==> src/rtl/delay_tap_ctrl.sv <==
`default_nettype none
// =============================================================================
// Module : delay_tap_ctrl
// Brief  : Tap-select controller for a 32-tap input delay element. Supports
//          manual up/down stepping and a calibration sweep that centres the
//          code in the widest passing window.
// Rev    : 1.0
// =============================================================================
module delay_tap_ctrl #(
    parameter int unsigned SETTLE   = 4,
    parameter int unsigned SAMPLES  = 8,
    parameter int unsigned INIT_TAP = 0
) (
    input  logic CLK,
    input  logic RSTN,
    input  logic START,
    input  logic MOVE,
    input  logic DIRECTION,
    input  logic CMP_OK,
    output logic DEL0,
    output logic DEL1,
    output logic DEL2,
    output logic DEL3,
    output logic DEL4,
    output logic BUSY,
    output logic DONE,
    output logic FAIL
);

    localparam logic [7:0] C_SETTLE_LAST  = 8'(SETTLE - 1);
    localparam logic [7:0] C_SAMPLES_LAST = 8'(SAMPLES - 1);
    localparam logic [4:0] C_INIT_TAP     = 5'(INIT_TAP);
    localparam logic [4:0] C_TAP_MAX      = 5'd31;

    typedef enum logic [2:0] {
        ST_IDLE   = 3'd0,
        ST_SETTLE = 3'd1,
        ST_SAMPLE = 3'd2,
        ST_EVAL   = 3'd3,
        ST_CENTER = 3'd4
    } state_t;

    state_t     state_q,      state_d;
    logic [4:0] code_q,       code_d;
    logic [4:0] restore_q,    restore_d;
    logic [7:0] cnt_q,        cnt_d;
    logic       pass_q,       pass_d;
    logic [4:0] cur_start_q,  cur_start_d;
    logic [5:0] cur_len_q,    cur_len_d;
    logic [4:0] best_start_q, best_start_d;
    logic [5:0] best_len_q,   best_len_d;
    logic       busy_q,       busy_d;
    logic       done_q,       done_d;
    logic       fail_q,       fail_d;

    logic [4:0] win_start;
    logic [5:0] win_len;
    logic [4:0] centre;

    // Window candidate after scoring the current tap
    always_comb begin
        win_start = cur_start_q;
        win_len   = 6'd0;
        if (pass_q) begin
            win_start = (cur_len_q == 6'd0) ? code_q : cur_start_q;
            win_len   = cur_len_q + 6'd1;
        end
    end

    assign centre = best_start_q + 5'((best_len_q - 6'd1) >> 1);

    always_comb begin
        state_d      = state_q;
        code_d       = code_q;
        restore_d    = restore_q;
        cnt_d        = cnt_q;
        pass_d       = pass_q;
        cur_start_d  = cur_start_q;
        cur_len_d    = cur_len_q;
        best_start_d = best_start_q;
        best_len_d   = best_len_q;
        busy_d       = busy_q;
        done_d       = 1'b0;
        fail_d       = fail_q;

        case (state_q)
            ST_IDLE: begin
                if (START) begin
                    state_d      = ST_SETTLE;
                    restore_d    = code_q;
                    code_d       = 5'd0;
                    cnt_d        = 8'd0;
                    busy_d       = 1'b1;
                    fail_d       = 1'b0;
                    cur_start_d  = 5'd0;
                    cur_len_d    = 6'd0;
                    best_start_d = 5'd0;
                    best_len_d   = 6'd0;
                end else if (MOVE) begin
                    if (DIRECTION && (code_q != C_TAP_MAX)) begin
                        code_d = code_q + 5'd1;
                    end else if (!DIRECTION && (code_q != 5'd0)) begin
                        code_d = code_q - 5'd1;
                    end
                end
            end

            ST_SETTLE: begin
                if (cnt_q == C_SETTLE_LAST) begin
                    cnt_d   = 8'd0;
                    pass_d  = 1'b1;
                    state_d = ST_SAMPLE;
                end else begin
                    cnt_d = cnt_q + 8'd1;
                end
            end

            ST_SAMPLE: begin
                pass_d = pass_q & CMP_OK;
                if (cnt_q == C_SAMPLES_LAST) begin
                    cnt_d   = 8'd0;
                    state_d = ST_EVAL;
                end else begin
                    cnt_d = cnt_q + 8'd1;
                end
            end

            ST_EVAL: begin
                cur_start_d = win_start;
                cur_len_d   = win_len;
                // Strictly greater keeps the lowest window on a tie
                if (win_len > best_len_q) begin
                    best_start_d = win_start;
                    best_len_d   = win_len;
                end
                if (code_q != C_TAP_MAX) begin
                    code_d  = code_q + 5'd1;
                    state_d = ST_SETTLE;
                end else begin
                    state_d = ST_CENTER;
                end
            end

            ST_CENTER: begin
                if (best_len_q != 6'd0) begin
                    code_d = centre;
                end else begin
                    code_d = restore_q;
                    fail_d = 1'b1;
                end
                busy_d  = 1'b0;
                done_d  = 1'b1;
                state_d = ST_IDLE;
            end

            default: begin
                state_d = ST_IDLE;
                busy_d  = 1'b0;
            end
        endcase
    end

    always_ff @(posedge CLK or negedge RSTN) begin
        if (!RSTN) begin
            state_q      <= ST_IDLE;
            code_q       <= C_INIT_TAP;
            restore_q    <= 5'd0;
            cnt_q        <= 8'd0;
            pass_q       <= 1'b0;
            cur_start_q  <= 5'd0;
            cur_len_q    <= 6'd0;
            best_start_q <= 5'd0;
            best_len_q   <= 6'd0;
            busy_q       <= 1'b0;
            done_q       <= 1'b0;
            fail_q       <= 1'b0;
        end else begin
            state_q      <= state_d;
            code_q       <= code_d;
            restore_q    <= restore_d;
            cnt_q        <= cnt_d;
            pass_q       <= pass_d;
            cur_start_q  <= cur_start_d;
            cur_len_q    <= cur_len_d;
            best_start_q <= best_start_d;
            best_len_q   <= best_len_d;
            busy_q       <= busy_d;
            done_q       <= done_d;
            fail_q       <= fail_d;
        end
    end

    assign DEL0 = code_q[0];
    assign DEL1 = code_q[1];
    assign DEL2 = code_q[2];
    assign DEL3 = code_q[3];
    assign DEL4 = code_q[4];
    assign BUSY = busy_q;
    assign DONE = done_q;
    assign FAIL = fail_q;

endmodule
`default_nettype wire

==> config.mk <==
export PLATFORM = sky130hd
export DESIGN_NAME = delay_tap_ctrl
export DESIGN_NICKNAME = d
export VERILOG_FILES = /design/src/rtl/delay_tap_ctrl.sv
export SDC_FILE = /design/constraint.sdc
export NUM_CORES = 1
export LEC_CHECK = 0
export BUFFER_PORTS_ARGS = -buffer_cell sky130_fd_sc_hd__buf_2
export CAP_MARGIN = 20
export CORE_MARGIN = 2
export CORE_UTILIZATION = 61
export CTS_CLUSTER_SIZE = 8
export DETAILED_ROUTE_END_ITERATION = 10
export GPL_ROUTABILITY_DRIVEN = 1
export PLACE_DENSITY = 0.79
export SLEW_MARGIN = 30
export SYNTH_ARGS = -nofsm -noshare
export SYNTH_HDL_FRONTEND = slang
export SYNTH_SLANG_ARGS = --single-unit
==> constraint.sdc <==
create_clock -name CLK -period 3 [get_ports CLK]
set_clock_uncertainty 0.05 [all_clocks]
set_input_delay 0.6 -clock CLK [delete_from_list [all_inputs] [get_ports CLK]]
set_output_delay 0.6 -clock CLK [all_outputs]
set_load 0.02 [all_outputs]
==> results of run 1 <==
layout make-up:
| cell class | instances | share of cell area, % |
|---|---|---|
| clock inverters | 3 | 0.471 |
| multi-input cells | 231 | 52.5 |
| repair buffers | 17 | 3.06 |
| flip-flops and latches | 47 | 36.9 |
| well taps | 67 | 2.63 |
| clock buffers | 5 | 2.16 |
| inverters | 20 | 2.35 |
state kept, by name, summed over array words and instances, names as in the netlist:
| register | count |
|---|---|
| best_len_q | 6 |
| code_q | 5 |
| cur_start_q | 5 |
| cnt_q | 8 |
| restore_q | 5 |
| BUSY | 1 |
| cur_len_q | 6 |
| state_q | 3 |
| FAIL | 1 |
| pass_q | 1 |
| best_start_q | 5 |
| DONE | 1 |
path summary, 6_finish.rpt:
| check | start | end | depth (start not counted) |
|---|---|---|---|
| worst max-delay path | best_len_q[0] | code_q[4] | 11 |
| worst min-delay path | RSTN | BUSY | 1 |
| worst max register to register | best_len_q[0] | code_q[4] | 11 |
| worst min register to register | FAIL | FAIL | 2 |
| max in group asynchronous | RSTN | code_q[1] | 1 |
| min in group CLK | FAIL | FAIL | 2 |
cells in the final DEF, fill, tap and decap left out, drive strengths merged, types with 2 or more instances in the layout:
master / netlist / final
o31ai: 4 / 4
nand2b: 5 / 5
nand3: 8 / 8
o211ai: 2 / 2
and3: 6 / 6
a221o: 2 / 2
or3: 6 / 6
a22o: 2 / 2
nor3: 6 / 6
dfrtp: 47 / 47
or4: 2 / 2
ha: 19 / 19
nand3b: 6 / 6
a31oi: 3 / 3
xor2: 9 / 9
xnor2: 7 / 7
clkbuf: 10 / 5
clkinv: 1 / 4
mux2i: 7 / 7
nor2: 20 / 20
inv: 19 / 19
o21ai: 18 / 18
buf: 3 / 17
nand2: 26 / 26
a211o: 2 / 2
and2: 5 / 5
nor2b: 8 / 8
a21o: 13 / 13
mux2: 14 / 14
a21oi: 14 / 14
power groups by stage:
stage / registers (mW) / logic, mW / clock network (mW)
after CTS: 0.635 / 0.0349 / 0.380
after global routing: 0.635 / 0.0397 / 0.400
after global placement: 0.648 / 0.0336 / 0
after floorplan: 0.648 / 0.0138 / 0
after detailed placement: 0.648 / 0.0348 / 0
final: 0.635 / 0.0340 / 0.369
worst reg2reg max path, cell delays in order, from the launching register on:
cell	delay, ns
sky130_fd_sc_hd__dfrtp_1	0.46
sky130_fd_sc_hd__inv_1	0.10
sky130_fd_sc_hd__ha_1	0.29
sky130_fd_sc_hd__inv_1	0.07
sky130_fd_sc_hd__ha_1	0.19
sky130_fd_sc_hd__inv_1	0.06
sky130_fd_sc_hd__fa_1	0.40
sky130_fd_sc_hd__nor2b_1	0.15
sky130_fd_sc_hd__o21a_1	0.18
sky130_fd_sc_hd__a2111oi_4	0.07
sky130_fd_sc_hd__o31ai_1	0.35
sky130_fd_sc_hd__a31oi_1	0.14
cell families (layout without fill, tap and decap cells):
kind of cell    after synthesis  count (layout)
xor+xnor                     16              16
compound gates               71              71
simple gates                103             103
buf+inv                      33              45
flops                        47              47
fa+ha+maj                    20              20
mux                          21              21
metrics by stage:
| stage | utilization (%) | worst slack (ns) | hold slack [ns] | power (mW) | cell area [um^2] |
|---|---|---|---|---|---|
| 2_1_floorplan | - | 0.321 | 0.254 | 0.662 | 2970 |
| 3_3_place_gp | 65.7 | 0.494 | 0.408 | 0.681 | 3100 |
| 3_5_place_dp | 65.7 | 0.392 | 0.416 | 0.683 | 3110 |
| 4_1_cts | 67.5 | 0.381 | 0.262 | 1.05 | 3190 |
| 5_1_grt | 67.5 | 0.246 | 0.289 | 1.08 | 3190 |
| 6_report | 67.5 | 0.360 | 0.240 | 1.04 | 3190 |
metal layers:
layer  GRT usage [%]  vias to the layer above
li1                -                     1122
met5               0                        -
met2            39.4                       48
met3            5.08                       10
met4            8.89                        0
met1            33.0                     1093
==> metrics.log, run 1 <==
[metrics] Post-synth EDFFs: 0
[metrics] post-synthesis share of cell area spent on xor and xnor gates: 4.71%
[metrics] routed vias/inst: 5.83
[metrics] cell count after synthesis: 311
[metrics] CP max FO: 6
[metrics] Setup-failing EPs final: 0
[metrics] cell area after technology mapping: 0.00297 mm^2
[metrics] clock network fraction of total power: 35.5%
[metrics] kind of launch point of the worst setup path: register
[metrics] gp weighted congestion: 0.892
[metrics] main combinational cell family by area after synthesis: simple AND/OR/NAND/NOR gates
[metrics] initial core utilization: 63.0%
[metrics] highest ir drop seen on vdd: 0.000250 V
[metrics] Achievable Freq: 379 MHz
[metrics] # port buffers: 13
[metrics] routed length on met1: 2.76 mm
[metrics] CTS tree: done
[metrics] Clock Tree Root: sky130_fd_sc_hd__clkbuf_8
[metrics] required time of the critical path: 3.12 ns
[metrics] routed wire length on met2: 2.87 mm
[metrics] type of the most critical hold path: input pin to async pin
[metrics] Synth Area in Compound Gates: 17.2%
[metrics] number of antenna violations at the first check in global routing: 0
[metrics] CP most frequent cell: sky130_fd_sc_hd__inv_1
[metrics] core area: 0.00472 mm^2
[metrics] Resized cells post-CTS: 0
[metrics] # hold bufs at CTS: 0
[metrics] reported max-cap violation count: 0
[metrics] via count of the first global-routing pass: 2088
[metrics] Simple-Gate Fraction of Synth Area: 18.0%
[metrics] worst slew margin relative to its limit: 60.7%
[metrics] most frequently used cell type in the post-synthesis netlist: sky130_fd_sc_hd__dfrtp_1
[metrics] remaining antenna violation count after routing: 0
[metrics] Main synth FF type: sky130_fd_sc_hd__dfrtp_1
[metrics] Clock transition at path regs: 0.08 ns
[metrics] cells along the critical path: inv_1, ha_1, inv_1, ha_1, inv_1, fa_1, nor2b_1, o21a_1, a2111oi_4, o31ai_1, a31oi_1
[metrics] PD cells: 325 mW/mm^2
[metrics] sum of net half-perimeters after detailed placement: 4.50 mm
[metrics] arrival time at the worst endpoint: 2.76 ns
[metrics] Net count, final: 348
[metrics] Synth top cells by count: sky130_fd_sc_hd__dfrtp_1 (47), sky130_fd_sc_hd__nand2_1 (26), sky130_fd_sc_hd__nor2_1 (20)
[metrics] 1st-iter DRT viols: 91
[metrics] kind of cell adding the most delay to the critical path: adder cells
[metrics] cell with the biggest individual delay on the critical path: sky130_fd_sc_hd__dfrtp_1
[metrics] leading post-synthesis cells by cell area: sky130_fd_sc_hd__dfrtp_1 (40%), sky130_fd_sc_hd__ha_1 (8.0%), sky130_fd_sc_hd__mux2_2 (5.3%)
[metrics] RSZ-0062 raised after global routing: false
[metrics] number of clock sinks seen by CTS: 47
[metrics] Layout fillers: 362
[metrics] maximum root-to-sink buffer count: 2
[metrics] diode insertion count for antenna repair: 0
[metrics] Placement Rows: 25
[metrics] Period minus WS final: 2.64 ns
[metrics] number of standard cells in the layout, taps in and fillers out: 390
[metrics] Final Max Tran Viols: 0
[metrics] category of the worst setup path capture point: register
[metrics] sequential share of the synthesized area: 39.5%
[metrics] FF+latch count, synth: 47
[metrics] H-tree depth: 2
[metrics] switching power share of the total: 22.7%
[metrics] final cycle utilization of the critical path: 88.0%
[metrics] result of the run: finished clean
[metrics] post-synthesis cell type count: 51
[metrics] total track usage: 24.6%
[metrics] slack of the worst reg-to-reg path: 0.36 ns
[metrics] maximum number of pins on one net before global-route repair: 48
[metrics] leakage power: 1.60 nW
[metrics] Tightest Pin Transition: 0.589 ns
[metrics] adder and majority cell fraction of the synthesized area: 8.67%
[metrics] mean instance size in the synthesized netlist: 9.56 um^2
[metrics] Setup Fix Bufs, Post-CTS: 0
[metrics] net switching component of the power: 235 uW
[metrics] Post-Syn Nets: 337
[metrics] first-pass GRT wire length: 10.1 mm
[metrics] max layer used: met4
[metrics] vias post-DR: 2273
[metrics] critical setup path kind: register to register
[metrics] Die Footprint: 0.00545 mm^2
[metrics] Final Hold Violating Endpoints: 0
[metrics] die height: 73.8 um
[metrics] delay contributed by the slowest stage of the critical path: 0.46 ns
[metrics] top-area cell type share of the netlist area: 39.5%
[metrics] growth of design area from synthesis to finish: 7.24%
[metrics] footprint of the flip-flops and latches: 0.00118 mm^2
[metrics] Setup TNS Final: 0 ns
[metrics] count of boundary I/O pins: 14
[metrics] number of clock buffers inserted by TritonCTS: 5
[metrics] aggregate routed wire length: 5.98 mm
[metrics] global route total overflow: 0
[metrics] number of placed cells counting well taps: 382
[metrics] Yosys Warn Count: 0
[metrics] cell accounting for the most synthesized area: sky130_fd_sc_hd__dfrtp_1
[metrics] DRT Pass-1 Iters: 4
[metrics] internal power component: 803 uW
[metrics] area of the multi-input gates: 0.00167 mm^2
[metrics] combinational share of power: 3.3%
[metrics] drt wl/cell: 15.3 um
[metrics] insertion delay of the later-clocked pin in the worst-skew pair: 0.31 ns
[metrics] post-detailed-route DRC marker count: 0
[metrics] met3 wire length: 253 um
[metrics] ys async rst share: 100%
[metrics] CP bufs+invs: 3
[metrics] portion of netlist area occupied by mux cells: 7.66%
[metrics] layout cell share with drive strength beyond 1: 13.3%
[metrics] Chip Width: 73.8 um
[metrics] Seq pwr share: 61.2%
Power figures use the tool's default switching activity.
==> run 2: changes to the inputs <==
--- a/config.mk
+++ b/config.mk
@@ -8,5 +8,5 @@
 export BUFFER_PORTS_ARGS = -buffer_cell sky130_fd_sc_hd__buf_2
 export CAP_MARGIN = 20
-export CORE_MARGIN = 2
+export CORE_MARGIN = 8
 export CORE_UTILIZATION = 61
 export CTS_CLUSTER_SIZE = 8
==> constraint.sdc (replaced) <==
create_clock -name CLK -period 3 [get_ports CLK]
set_clock_uncertainty 0.05 [all_clocks]
set_input_delay 0.3 -clock CLK [delete_from_list [all_inputs] [get_ports CLK]]
set_output_delay 0.3 -clock CLK [all_outputs]
set_load 0.02 [all_outputs]
==> run 2 against run 1 <==
Against the previous run: sequential share of layout area is 0.16 points lower; die area is 35% higher; flip-flop and latch count stayed put; critical path depth stayed put.
==> metrics.log, run 2 (synthesis results as in run 1) <==
[metrics] maximum number of pins on one net before global-route repair: 48
[metrics] flip-flop count of the largest register after layout: 8
[metrics] largest register by flop count: cnt_q
[metrics] count of boundary I/O pins: 14
[metrics] Chip Width: 85.8 um
[metrics] Period minus WS final: 2.59 ns
[metrics] Clock transition at path regs: 0.08 ns
[metrics] Tightest Pin Transition: 0.586 ns
[metrics] number of clock buffers inserted by TritonCTS: 5
[metrics] H-tree depth: 2
[metrics] number of placed cells counting well taps: 382
[metrics] category of the worst setup path capture point: register
[metrics] maximum root-to-sink buffer count: 2
[metrics] type of the most critical hold path: input pin to register
[metrics] global route total overflow: 0
[metrics] remaining antenna violation count after routing: 0
[metrics] Placement Rows: 25
[metrics] Die Footprint: 0.00737 mm^2
[metrics] drt wl/cell: 15.9 um
[metrics] Setup TNS Final: 0 ns
[metrics] highest ir drop seen on vdd: 0.000278 V
[metrics] Final Hold Violating Endpoints: 0
[metrics] reported max-cap violation count: 0
[metrics] registers with the most flip-flops: cnt_q x8, best_len_q x6, cur_len_q x6
[metrics] diode insertion count for antenna repair: 0
[metrics] CTS tree: done
[metrics] kind of launch point of the worst setup path: register
[metrics] result of the run: finished clean
[metrics] Final Max Tran Viols: 0
[metrics] final cycle utilization of the critical path: 86.2%
[metrics] vias post-DR: 2287
[metrics] Setup-failing EPs final: 0
[metrics] Net count, final: 349
[metrics] sum of net half-perimeters after detailed placement: 4.61 mm
[metrics] DRT Pass-1 Iters: 4
[metrics] RSZ-0062 raised after global routing: false
[metrics] number of clock sinks seen by CTS: 47
[metrics] via count of the first global-routing pass: 2289
[metrics] number of antenna violations at the first check in global routing: 0
[metrics] post-detailed-route DRC marker count: 0
[metrics] # port buffers: 13
[metrics] most used cells in the layout excluding fill and tap cells: sky130_fd_sc_hd__dfrtp_1 (47), sky130_fd_sc_hd__nand2_1 (26), sky130_fd_sc_hd__nor2_1 (20), sky130_fd_sc_hd__inv_1 (19), sky130_fd_sc_hd__ha_1 (19)
[metrics] required time of the critical path: 3.14 ns
[metrics] aggregate routed wire length: 6.19 mm
[metrics] post-layout total power: 1.05 mW
[metrics] arrival time at the worst endpoint: 2.72 ns
[metrics] total track usage: 18.0%
[metrics] routed vias/inst: 5.86
[metrics] core area: 0.00472 mm^2
[metrics] die height: 85.8 um
[metrics] Setup Fix Bufs, Post-CTS: 0
[metrics] initial core utilization: 63.0%
[metrics] 1st-iter DRT viols: 182
[metrics] number of standard cells in the layout, taps in and fillers out: 390
[metrics] growth of design area from synthesis to finish: 7.70%
[metrics] Min Hold Slack: 0.182 ns
[metrics] PD cells: 328 mW/mm^2
[metrics] CP max FO: 11
[metrics] layout cell share with drive strength beyond 1: 13.0%
[metrics] Achievable Freq: 387 MHz
[metrics] critical setup path kind: register to register
[metrics] slack of the worst reg-to-reg path: 0.41 ns
[metrics] leakage power: 1.60 nW
[metrics] Clock Tree Root: sky130_fd_sc_hd__clkbuf_8
[metrics] gp weighted congestion: 0.848
[metrics] first-pass GRT wire length: 10.6 mm
[metrics] worst slew margin relative to its limit: 60.9%
[metrics] insertion delay of the later-clocked pin in the worst-skew pair: 0.30 ns
[metrics] most common cell after layout, fill and taps aside: sky130_fd_sc_hd__dfrtp_1
## run 2: cell count changes in the layout (fill, tap and decap cells not counted), sizes merged
| cell | previous run | this run |
|---|---|---|
| clkinv | 4 | 2 |
| clkbuf | 5 | 6 |
| dlygate4sd3 | 0 | 1 |
## run 2: timing repair
item / in CTS / in global routing
hold endpoints to repair: 47 / 0
gates resized for setup: 0 / 0
hold buffers: 1 / 0
## run 2: worst max-delay path, cell delays in order (launching register included)
cell                      delay, ns
sky130_fd_sc_hd__dfrtp_1       0.42
sky130_fd_sc_hd__and3_1        0.22
sky130_fd_sc_hd__nand3_1       0.10
sky130_fd_sc_hd__xor2_1        0.18
sky130_fd_sc_hd__nor2b_1       0.07
sky130_fd_sc_hd__ha_1          0.29
sky130_fd_sc_hd__and3_1        0.18
sky130_fd_sc_hd__a41o_1        0.20
sky130_fd_sc_hd__o21ai_0       0.08
sky130_fd_sc_hd__a21oi_1       0.13
sky130_fd_sc_hd__buf_4         0.21
sky130_fd_sc_hd__mux2_2        0.35
## run 2: final timing paths
check | start | to | cells after the start
max | cur_len_q[0] | best_start_q[3] | 11
min | CMP_OK | pass_q | 3
max reg2reg | cur_len_q[0] | best_start_q[3] | 11
min reg2reg | FAIL | FAIL | 2
max in group asynchronous | RSTN | cur_start_q[4] | 2
min in group asynchronous | RSTN | BUSY | 2
## run 2: cell type report
type / count / area, um^2
Clock inverter: 1 / 5.00
Clock buffer: 6 / 82.6
Multi-Input combinational cell: 231 / 1670
Timing Repair Buffer: 18 / 108
Inverter: 20 / 75.1
Sequential cell: 47 / 1180
Fill cell: 388 / 1520
Tap cell: 67 / 83.8
## run 2: per-layer routing
| metal | share of wire (%) | vias up | GRT usage, % | wire length [um] |
|---|---|---|---|---|
| met5 | 0 | - | 0 | 0 |
| met4 | 1.8 | 0 | 6.53 | 113 |
| met3 | 3.6 | 12 | 3.92 | 220 |
| met2 | 48 | 42 | 29.9 | 2990 |
| met1 | 46 | 1114 | 22.4 | 2870 |
| li1 | - | 1119 | - | - |
## run 2: metrics by stage
stage	utilization, %	worst slack (ns)	instance area [um^2]
floorplan	-	0.321	2970
global placement	65.7	0.488	3100
detailed placement	65.7	0.420	3110
CTS	67.8	0.415	3200
global route	67.8	0.192	3200
finish	67.8	0.413	3200
## run 2: where the power goes
group / switching (mW) / internal [mW]
Clock: 0.200 / 0.181
Sequential: 0.00164 / 0.634
Combinational: 0.0246 / 0.0108
